**config.mk**
```make
export PLATFORM = sky130hd
export DESIGN_NAME = if_prefetch_queue
export DESIGN_NICKNAME = d
export VERILOG_FILES = /design/src/rtl/if_prefetch_queue_pkg.sv /design/src/rtl/if_prefetch_queue_fifo.sv /design/src/rtl/if_prefetch_queue.sv
export SDC_FILE = /design/constraint.sdc
export NUM_CORES = 1
export LEC_CHECK = 0
export BUFFER_PORTS_ARGS = -buffer_cell sky130_fd_sc_hd__buf_2
export CAP_MARGIN = 20
export CORE_ASPECT_RATIO = 1.75
export CORE_MARGIN = 1.5
export CORE_UTILIZATION = 50
export DETAILED_ROUTE_END_ITERATION = 6
export MAX_ROUTING_LAYER = met4
export PLACE_DENSITY = 0.7
export SYNTH_ARGS = -nofsm -noshare
export SYNTH_HDL_FRONTEND = slang
export SYNTH_HIERARCHICAL = 1
export SYNTH_SLANG_ARGS = --single-unit
```
**constraint.sdc**
```tcl
create_clock -name clk -period 4.4 [get_ports clk]
set_input_delay 0.88 -clock clk [delete_from_list [all_inputs] [get_ports clk]]
set_output_delay 0.88 -clock clk [all_outputs]
set_load 0.01 [all_outputs]
```
**src/rtl/if_prefetch_queue_pkg.sv**
```systemverilog
// ---------------------------------------------------------------------------
// if_pkg - shared types and constants for the instruction prefetch queue.
//   fetch_entry_t : one buffered instruction word together with its PC
//   pfq_state_t   : fetch control states (boot / run / halt)
//   IM_AW         : instruction-memory word-address width
// ---------------------------------------------------------------------------
package if_pkg;

  localparam int IM_AW = 14;

  typedef struct packed {
    logic [31:0] instr;
    logic [31:0] pc;
  } fetch_entry_t;

  typedef enum logic [1:0] {
    S_BOOT,
    S_RUN,
    S_HALT
  } pfq_state_t;

endpackage

```
**src/rtl/if_prefetch_queue_fifo.sv**
```systemverilog
// ---------------------------------------------------------------------------
// pfq_fifo - small first-word-fall-through FIFO of fetch_entry_t.
// Ports:
//   clk, rst  : clock, asynchronous active-high reset (pointers and count)
//   push      : write wr_data at the tail this cycle
//   pop       : drop the head this cycle (caller guarantees !empty)
//   flush     : empty the FIFO; overrides push and pop
//   wr_data   : entry to write
//   rd_data   : current head entry (combinational read)
//   count     : number of stored entries, 0..DEPTH
//   full/empty: status flags derived from count
// ---------------------------------------------------------------------------
module pfq_fifo
  import if_pkg::*;
#(
  parameter int DEPTH = 4
) (
  input  logic                       clk,
  input  logic                       rst,
  input  logic                       push,
  input  logic                       pop,
  input  logic                       flush,
  input  fetch_entry_t               wr_data,
  output fetch_entry_t               rd_data,
  output logic [$clog2(DEPTH):0]     count,
  output logic                       full,
  output logic                       empty
);

  localparam int AW = $clog2(DEPTH);

  fetch_entry_t   mem [DEPTH];
  logic [AW-1:0]  wr_ptr_reg;
  logic [AW-1:0]  rd_ptr_reg;
  logic [AW:0]    count_reg;

  // Storage carries no reset; only the pointers define what is valid.
  always_ff @(posedge clk) begin
    if (push && !flush) begin
      mem[wr_ptr_reg] <= wr_data;
    end
  end

  always_ff @(posedge clk or posedge rst) begin
    if (rst) begin
      wr_ptr_reg <= '0;
      rd_ptr_reg <= '0;
      count_reg  <= '0;
    end else if (flush) begin
      wr_ptr_reg <= '0;
      rd_ptr_reg <= '0;
      count_reg  <= '0;
    end else begin
      if (push) begin
        wr_ptr_reg <= wr_ptr_reg + 1'b1;
      end
      if (pop) begin
        rd_ptr_reg <= rd_ptr_reg + 1'b1;
      end
      case ({push, pop})
        2'b10:   count_reg <= count_reg + 1'b1;
        2'b01:   count_reg <= count_reg - 1'b1;
        default: count_reg <= count_reg;
      endcase
    end
  end

  assign rd_data = mem[rd_ptr_reg];
  assign count   = count_reg;
  assign full    = (count_reg == (AW+1)'(DEPTH));
  assign empty   = (count_reg == '0);

endmodule

```
**src/rtl/if_prefetch_queue.sv**
```systemverilog
// ---------------------------------------------------------------------------
// if_prefetch_queue - instruction prefetch stage.
// Issues sequential word reads to instruction memory, buffers the returned
// words with their PCs and hands them to the CPU over valid/ready. A redirect
// kills in-flight reads, flushes the buffer and restarts fetch at the new PC.
// Ports:
//   clk, rst        : clock, asynchronous active-high reset
//   im_en, im_addr  : IM read request (word address = fetch_pc[15:2])
//   im_rdata        : IM read data, valid IM_LAT cycles after the request
//   fetch_halt      : level; stops new requests while high
//   redirect_valid  : one-cycle pulse, restart fetch at redirect_pc
//   redirect_pc     : new PC, low two bits ignored
//   instr_valid/instr_ready/instr_out/instr_pc : CPU-side handshake
// Build option:
//   PFQ_BYPASS_EN   : when defined, a response arriving at an empty buffer is
//                     presented in the same cycle (latency IM_LAT instead of
//                     IM_LAT+1) and only written if the CPU does not take it.
// ---------------------------------------------------------------------------
module if_prefetch_queue
  import if_pkg::*;
#(
  parameter int          DEPTH    = 4,
  parameter int          IM_LAT   = 1,
  parameter logic [31:0] RESET_PC = 32'h0000_0000
) (
  input  logic             clk,
  input  logic             rst,
  output logic             im_en,
  output logic [IM_AW-1:0] im_addr,
  input  logic [31:0]      im_rdata,
  input  logic             fetch_halt,
  input  logic             redirect_valid,
  input  logic [31:0]      redirect_pc,
  output logic             instr_valid,
  input  logic             instr_ready,
  output logic [31:0]      instr_out,
  output logic [31:0]      instr_pc
);

  localparam int            AW        = $clog2(DEPTH);
  localparam logic [AW+1:0] DEPTH_OCC = (AW+2)'(DEPTH);

  pfq_state_t    state_reg;
  logic [31:0]   fetch_pc_reg;
  logic          redirect_eff;
  logic          issue;
  logic [IM_LAT-1:0] stage_valid;
  logic [31:0]   stage_pc [IM_LAT];
  logic [AW:0]   inflight;
  logic [AW:0]   fifo_count;
  logic [AW+1:0] occupancy;
  logic          live;
  logic          bypass;
  fetch_entry_t  resp;
  fetch_entry_t  fifo_head;
  fetch_entry_t  shown;
  fetch_entry_t  hold_reg;
  logic          fifo_push;
  logic          fifo_pop;
  logic          fifo_full;
  logic          fifo_empty;

  // A redirect during the boot cycle is ignored; nothing is in flight then.
  assign redirect_eff = redirect_valid && (state_reg != S_BOOT);

  // Credit check counts queued plus requested-but-not-returned words. Pops in
  // the same cycle are deliberately not credited, keeping the path short.
  assign occupancy = {1'b0, fifo_count} + {1'b0, inflight};
  assign issue     = (state_reg == S_RUN) && !redirect_valid && (occupancy < DEPTH_OCC);

  assign im_en   = issue;
  assign im_addr = fetch_pc_reg[IM_AW+1:2];

  // In-flight pipe: stage 0 is the request just issued, the last stage lines
  // up with im_rdata.
  genvar gi;
  generate
    for (gi = 0; gi < IM_LAT; gi++) begin : g_stage
      logic        v_reg;
      logic [31:0] pc_reg;
      logic        v_next;
      logic [31:0] pc_next;
      if (gi == 0) begin : g_first
        assign v_next  = issue;
        assign pc_next = fetch_pc_reg;
      end else begin : g_rest
        assign v_next  = stage_valid[gi-1];
        assign pc_next = stage_pc[gi-1];
      end
      always_ff @(posedge clk or posedge rst) begin
        if (rst) begin
          v_reg  <= 1'b0;
          pc_reg <= '0;
        end else begin
          v_reg  <= v_next && !redirect_eff;
          pc_reg <= pc_next;
        end
      end
      assign stage_valid[gi] = v_reg;
      assign stage_pc[gi]    = pc_reg;
    end
  endgenerate

  always_comb begin
    inflight = '0;
    for (int i = 0; i < IM_LAT; i++) begin
      inflight = inflight + (AW+1)'(stage_valid[i]);
    end
  end

  // A response landing in the redirect cycle belongs to the old stream.
  assign live = stage_valid[IM_LAT-1] && !redirect_eff;
  assign resp = '{instr: im_rdata, pc: stage_pc[IM_LAT-1]};

`ifdef PFQ_BYPASS_EN
  assign bypass = live && fifo_empty;
`else
  assign bypass = 1'b0;
`endif

  // Head selection: buffered entry first, then a bypassed response; when
  // nothing is available the last presented entry is held on the outputs.
  always_comb begin
    shown = hold_reg;
    if (!fifo_empty) begin
      shown = fifo_head;
    end else if (bypass) begin
      shown = resp;
    end
  end

  assign instr_valid = !fifo_empty || bypass;
  assign instr_out   = shown.instr;
  assign instr_pc    = shown.pc;

  assign fifo_pop  = !fifo_empty && instr_ready;
  assign fifo_push = live && !(bypass && instr_ready);

  always_ff @(posedge clk or posedge rst) begin
    if (rst) begin
      hold_reg <= '0;
    end else if (instr_valid) begin
      hold_reg <= shown;
    end
  end

  pfq_fifo #(
    .DEPTH (DEPTH)
  ) u_fifo (
    .clk     (clk),
    .rst     (rst),
    .push    (fifo_push),
    .pop     (fifo_pop),
    .flush   (redirect_eff),
    .wr_data (resp),
    .rd_data (fifo_head),
    .count   (fifo_count),
    .full    (fifo_full),
    .empty   (fifo_empty)
  );

  always_ff @(posedge clk or posedge rst) begin
    if (rst) begin
      state_reg    <= S_BOOT;
      fetch_pc_reg <= RESET_PC;
    end else begin
      case (state_reg)
        S_BOOT: state_reg <= S_RUN;
        S_RUN: begin
          if (fetch_halt) begin
            state_reg <= S_HALT;
          end
          if (redirect_valid) begin
            fetch_pc_reg <= redirect_pc & ~32'd3;
          end else if (issue) begin
            fetch_pc_reg <= fetch_pc_reg + 32'd4;
          end
        end
        S_HALT: begin
          if (!fetch_halt) begin
            state_reg <= S_RUN;
          end
          if (redirect_valid) begin
            fetch_pc_reg <= redirect_pc & ~32'd3;
          end
        end
        default: state_reg <= S_BOOT;
      endcase
    end
  end

  // The credit check makes overflow impossible; this guards that argument.
  a_no_overflow: assert property (@(posedge clk) disable iff (rst)
    !(fifo_push && fifo_full && !fifo_pop && !redirect_eff));

endmodule

```
**After elaboration in Yosys (flattened, before gate mapping)**

Memories as Yosys holds them, arrays and structs flattened.
Cells that the tools add are included.

- Bits in registers: 138
- Output and inout port bits: 80
- Memories kept: 1
- RAM bits: 256
- Bits of input ports: 69
- Word-level logic and storage cells: 60

- Mux-type cells: 16
- Add/subtract/negate cells: 6
- Equal/unequal tests: 8
- Reductions and logical operators: 19
- Magnitude comparators: 1

Memory list:

| memory | words | bits a word | read ports | clocked after memory_dff | write ports | RTL line | text |
|---|---|---|---|---|---|---|---|
| u_fifo.mem | 4 | 64 | 1 | 0 | 1 | if_prefetch_queue_fifo.sv:32 | `fetch_entry_t mem [DEPTH];` |

Operators with widths:

| kind | count |
|---|---|
| $mux 32 | 3 |
| $mux 64 | 1 |
| $pmux 32 s2 | 1 |
| $add 32x3->32 const B | 1 |
| $mux 2 | 6 |
| $reduce_bool 2->1 | 4 |
| $logic_and 1x1->1 | 7 |
| $ne 2x2->1 const B | 3 |
| $pmux 2 s3 | 1 |
| $pmux 3 s2 | 1 |
| $add 2x1->2 const B | 2 |
| $add 3x1->4 | 1 |
| $eq 2x1->1 const B | 2 |
| $eq 2x2->1 const B | 2 |
| $lt 4x3->1 const B | 1 |
| $add 3x1->3 const B | 1 |
| $logic_not 1->1 | 3 |
| $logic_not 3->1 | 1 |
| $mux 3 | 1 |
| $ne 3x3->1 const B | 1 |
| $reduce_and 3->1 | 1 |
| $reduce_bool 3->1 | 1 |
| $sub 3x1->3 const B | 1 |
| $logic_not 2->1 | 1 |
| 2 further kinds | 3 |

**Depth between registers and ports, before layout**

- Depth in word-level cells: 7
- Mapped depth: 10
- Mapped depth without buffers: 9

**Hierarchy**

Netlist, hierarchy kept.

Modules (own cells, without submodules):

| module | cells an instance | times used | area each (µm²) |
|---|---|---|---|
| pfq_fifo | 378 | 1 | 9673.0 |
| if_prefetch_queue | 514 | 1 | 6163.4 |

**Worst setup path before layout**

Ideal clock, no wire load.

- Kind: input port to flip-flop
- From: input redirect_valid
- To: memory u_fifo/mem[0][0] (netlist name), enable pin
- Required time: 3971 ps
- Arrival time: 3243 ps
- Buffers on the path: 2
- Slack: 728 ps
- Stages on the path: 7
- Path through: buf_2 > inv_1 > nor2_1 > nor2b_1 > buf_2 > nor2b_1 > and2_1

- Cells in the longest elaborated chain, start to end: 6

Ends and longest elaborated chain:

| item | RTL line | text |
|---|---|---|
| start: declaration | if_prefetch_queue.sv:32 | `input logic redirect_valid,` |
| $logic_and 1x1->1 | if_prefetch_queue.sv:64 | `assign redirect_eff = redirect_valid && (state_reg != S_BOOT);` |
| net redirect_eff | if_prefetch_queue.sv:45 | `logic redirect_eff;` |
| $logic_not 1->1 | if_prefetch_queue.sv:112 | `assign live = stage_valid[IM_LAT-1] && !redirect_eff;` |
| $logic_and 1x1->1 | if_prefetch_queue.sv:112 |  |
| net fifo_push | if_prefetch_queue.sv:58 | `logic fifo_push;` |
| $logic_and 1x1->1 | if_prefetch_queue_fifo.sv:39 | `if (push && !flush) begin` |
| $mux 1 | if_prefetch_queue_fifo.sv:39 |  |
| $mux 1 (not written as such) | if_prefetch_queue_fifo.sv:40 | `mem[wr_ptr_reg] <= wr_data;` |
| end: declaration | if_prefetch_queue_fifo.sv:32 |  |

The timed path passes the listed nets, and every way through them passes these cells.

**Worst setup path in the final report**

- From: register u_fifo.count_reg[1], in the netlist u_fifo/count[1]
- To: output instr_pc[0]

- Cells in the longest elaborated chain, start to end: 2

Ends and longest elaborated chain:

| item | RTL line | text |
|---|---|---|
| start: declaration | if_prefetch_queue_fifo.sv:35 | `logic [AW:0] count_reg;` |
| start signal: assignment | if_prefetch_queue_fifo.sv:61 | `2'b10: count_reg <= count_reg + 1'b1;` |
| start signal: assignment | if_prefetch_queue_fifo.sv:62 | `2'b01: count_reg <= count_reg - 1'b1;` |
| start signal: assignment | if_prefetch_queue_fifo.sv:63 | `default: count_reg <= count_reg;` |
| $logic_not 3->1 | if_prefetch_queue_fifo.sv:71 | `assign empty = (count_reg == '0);` |
| net fifo_empty | if_prefetch_queue.sv:61 | `logic fifo_empty;` |
| $mux 64 | if_prefetch_queue.sv:125 | `if (!fifo_empty) begin` |
| end: declaration | if_prefetch_queue.sv:37 | `output logic [31:0] instr_pc` |

The timed path passes the listed nets, and every way through them passes these cells.

==> impl_metrics.tcl <==
set metrics [dict create \
    hold_ws_ns 0.326 \
    cp_cell_sequence "nor3_2 -> buf_4 -> mux2_2 -> buf_2" \
    totalWireLength_mm 30.4 \
    reg2reg_depth 7 \
    cts_sinks 390 \
    max_stage_delay_ns 0.75 \
    ir_worst_vdd_mv 0.588 \
    yosysWarningCount 6 \
    period_minus_slack_ns 3.63 \
    cp_slowest_cell "nor3_2" \
    gr-total-overflow 0 \
    fillers 2373 \
    drt_iter0_drc 411 \
    critPathMaxFanout 29 \
    area_delta_synth_final_pct 15.2 \
    viasPerCell 5.63 \
    post-cts-setup-buffers 0 \
    critPathLaunchType "register" \
    gp_routability_congestion 0.872 \
    port_buffers 146 \
    drtAntennaViolNets 0 \
    initial_utilization_pct 50.6 \
    drv_cap 0 \
    grt_antenna_before_repair 0 \
    largest_reg_flops 256 \
    cts_tree "yes" \
    synth.avg_cell_area_um2 17.8 \
    numCtsBuffers 36 \
    cts_hold_buf 0 \
    row_count 86 \
    cts_root_buf "clkbuf_16" \
    cellPowerDensity_nw_per_um2 715 \
    drcViolationCount 0 \
    syn_area_um2 15800 \
    syn_inst 891 \
    setup_viol 0 \
    vias 8271 \
    fp.dieH_um 238 \
    r2r_start "u_fifo/count[1]$_DFFE_PP0P_" \
    diodes 0 \
    cts_buffer_depth 3 \
    die_w_um 138 \
    clk_latency_ns 0.52 \
    grt_pass1_vias 8761 \
    cts_resized 0 \
    h-tree-depth 2 \
    rrSetupSlack_ns 1.61 \
    cts.reportedPaths.clkPinSlew_ns 0.07 \
    multi_input_area_um2 4450 \
    dr.pass1.iters 5 \
    slew_headroom_pct 32.2 \
    io_pins 149 \
    grt_use_total_pct 20.0 \
    routedWlPerCell_um 20.7 \
    crit_arrival_ns 2.75 \
    r2r-end "u_fifo/count[2]$_DFFE_PP0P_" \
    hold_violations 0 \
    post-route-period-util_pct 82.6 \
    crit_type "reg2out" \
    rsz0062_at_grt "no" \
    grt_max_degree 86 \
    crit_required_ns 3.52 \
    dpl.hpwl_mm 19.4 \
    fin_ws_ns 0.766 \
    drive_above_1_share_pct 40.8 \
    leakage_nw 6.59 \
    grt_pass1_wl_mm 47.8 \
    hp-class "in2async" \
    dieArea_um2 32800 \
    fin_setup_tns_ns 0 \
    fmaxAchievable_mhz 275 \
    seqCellArea_um2 11000 \
    status "finished, final reports clean" \
    nets 1125 \
    end_kind "output port" \
    post-place-ws_ns 1.16 \
    skew_ns 0.0192 \
    maxSlewViolCount 0 \
    core_area_um2 31300 \
    worst_pin_slew_ns 1.02 \
]
-- worst max-delay path by stage --
stage                                      from                           end  slack [ns]  cells past startpoint
floorplan                                   rst  fetch_pc_reg[10]$_DFFE_PP0P_        0.14                      1
global placement                 redirect_valid   u_fifo/mem[2][36]$_DFFE_PP_        1.20                      7
detailed placement               redirect_valid   u_fifo/mem[2][36]$_DFFE_PP_        1.16                      7
CTS                 u_fifo/count[1]$_DFFE_PP0P_                   instr_pc[0]        0.74                      4
global route        u_fifo/count[1]$_DFFE_PP0P_                  instr_pc[24]        0.62                      4
finish              u_fifo/count[1]$_DFFE_PP0P_                   instr_pc[0]        0.77                      4
-- cells in the final DEF (no fill, tap or decap), types with 3 or more instances in the layout --
cell and count:
o22ai_1 10, a31oi_1 3, o31ai_1 9, nand4_1 4
nand3_1 9, mux2_2 129, xnor2_1 3, nor3b_1 4
clkbuf_1 5, a21oi_1 29, or3_1 5, nand2_1 27
nor3_1 9, clkinv_2 11, buf_4 12, and4_1 3
clkbuf_16 37, nor2_1 26, ha_1 10, nor2b_1 5
mux2i_1 3, inv_1 8, dfrtp_1 132, a211oi_1 11
mux4_2 64, and3_1 7, clkbuf_8 3, bufinv_16 4
o21ai_0 20, edfxtp_1 256, buf_2 146, buf_12 9
and2_4 4, conb_1 8, inv_6 3
-- through the flow --
stage	power (mW)	instance area [um^2]	utilization, %	std cells
2_1_floorplan	8.64	15900	-	898
3_5_place_dp	10.1	17000	54.4	1403
4_1_cts	13.2	18200	58.2	1469
6_report	13.0	18200	58.2	1469
3_3_place_gp	9.93	17000	54.4	1403
5_1_grt	13.8	18200	58.2	1469
-- per-layer routing --
| metal | vias to the layer above | wire, um | track usage [%] |
|---|---|---|---|
| li1 | 3786 | - | - |
| met2 | 212 | 17100 | 36.1 |
| met1 | 4238 | 11500 | 22.8 |
| met3 | 35 | 1260 | 2.95 |
| met4 | 0 | 550 | 5.42 |
| met5 | - | 0 | - |
-- worst max-delay path, delay by kind of cell (launching register included) --
| family | cells | cell delay [ns] |
|---|---|---|
| buffers and inverters | 2 | 0.62 |
| DFF | 1 | 0.45 |
| muxes | 1 | 0.39 |
| and+or+nand+nor | 1 | 0.75 |
-- cell type report --
cell class                 count  share of cell area, %
multi-input combinational    441                   24.4
timing repair buffer         167                   5.49
sequential                   390                   60.6
inverter                       9                  0.213
clock buffer                  45                   5.41
clock inverter                21                   1.19
tap                          396                   2.72
-- power by group --
part	total (mW)	switching, mW	internal [mW]
logic	4.34	2.09	2.25
registers	5.56	0.736	4.82
clock network	3.15	1.31	1.84
(Power assumes the default switching activity.)
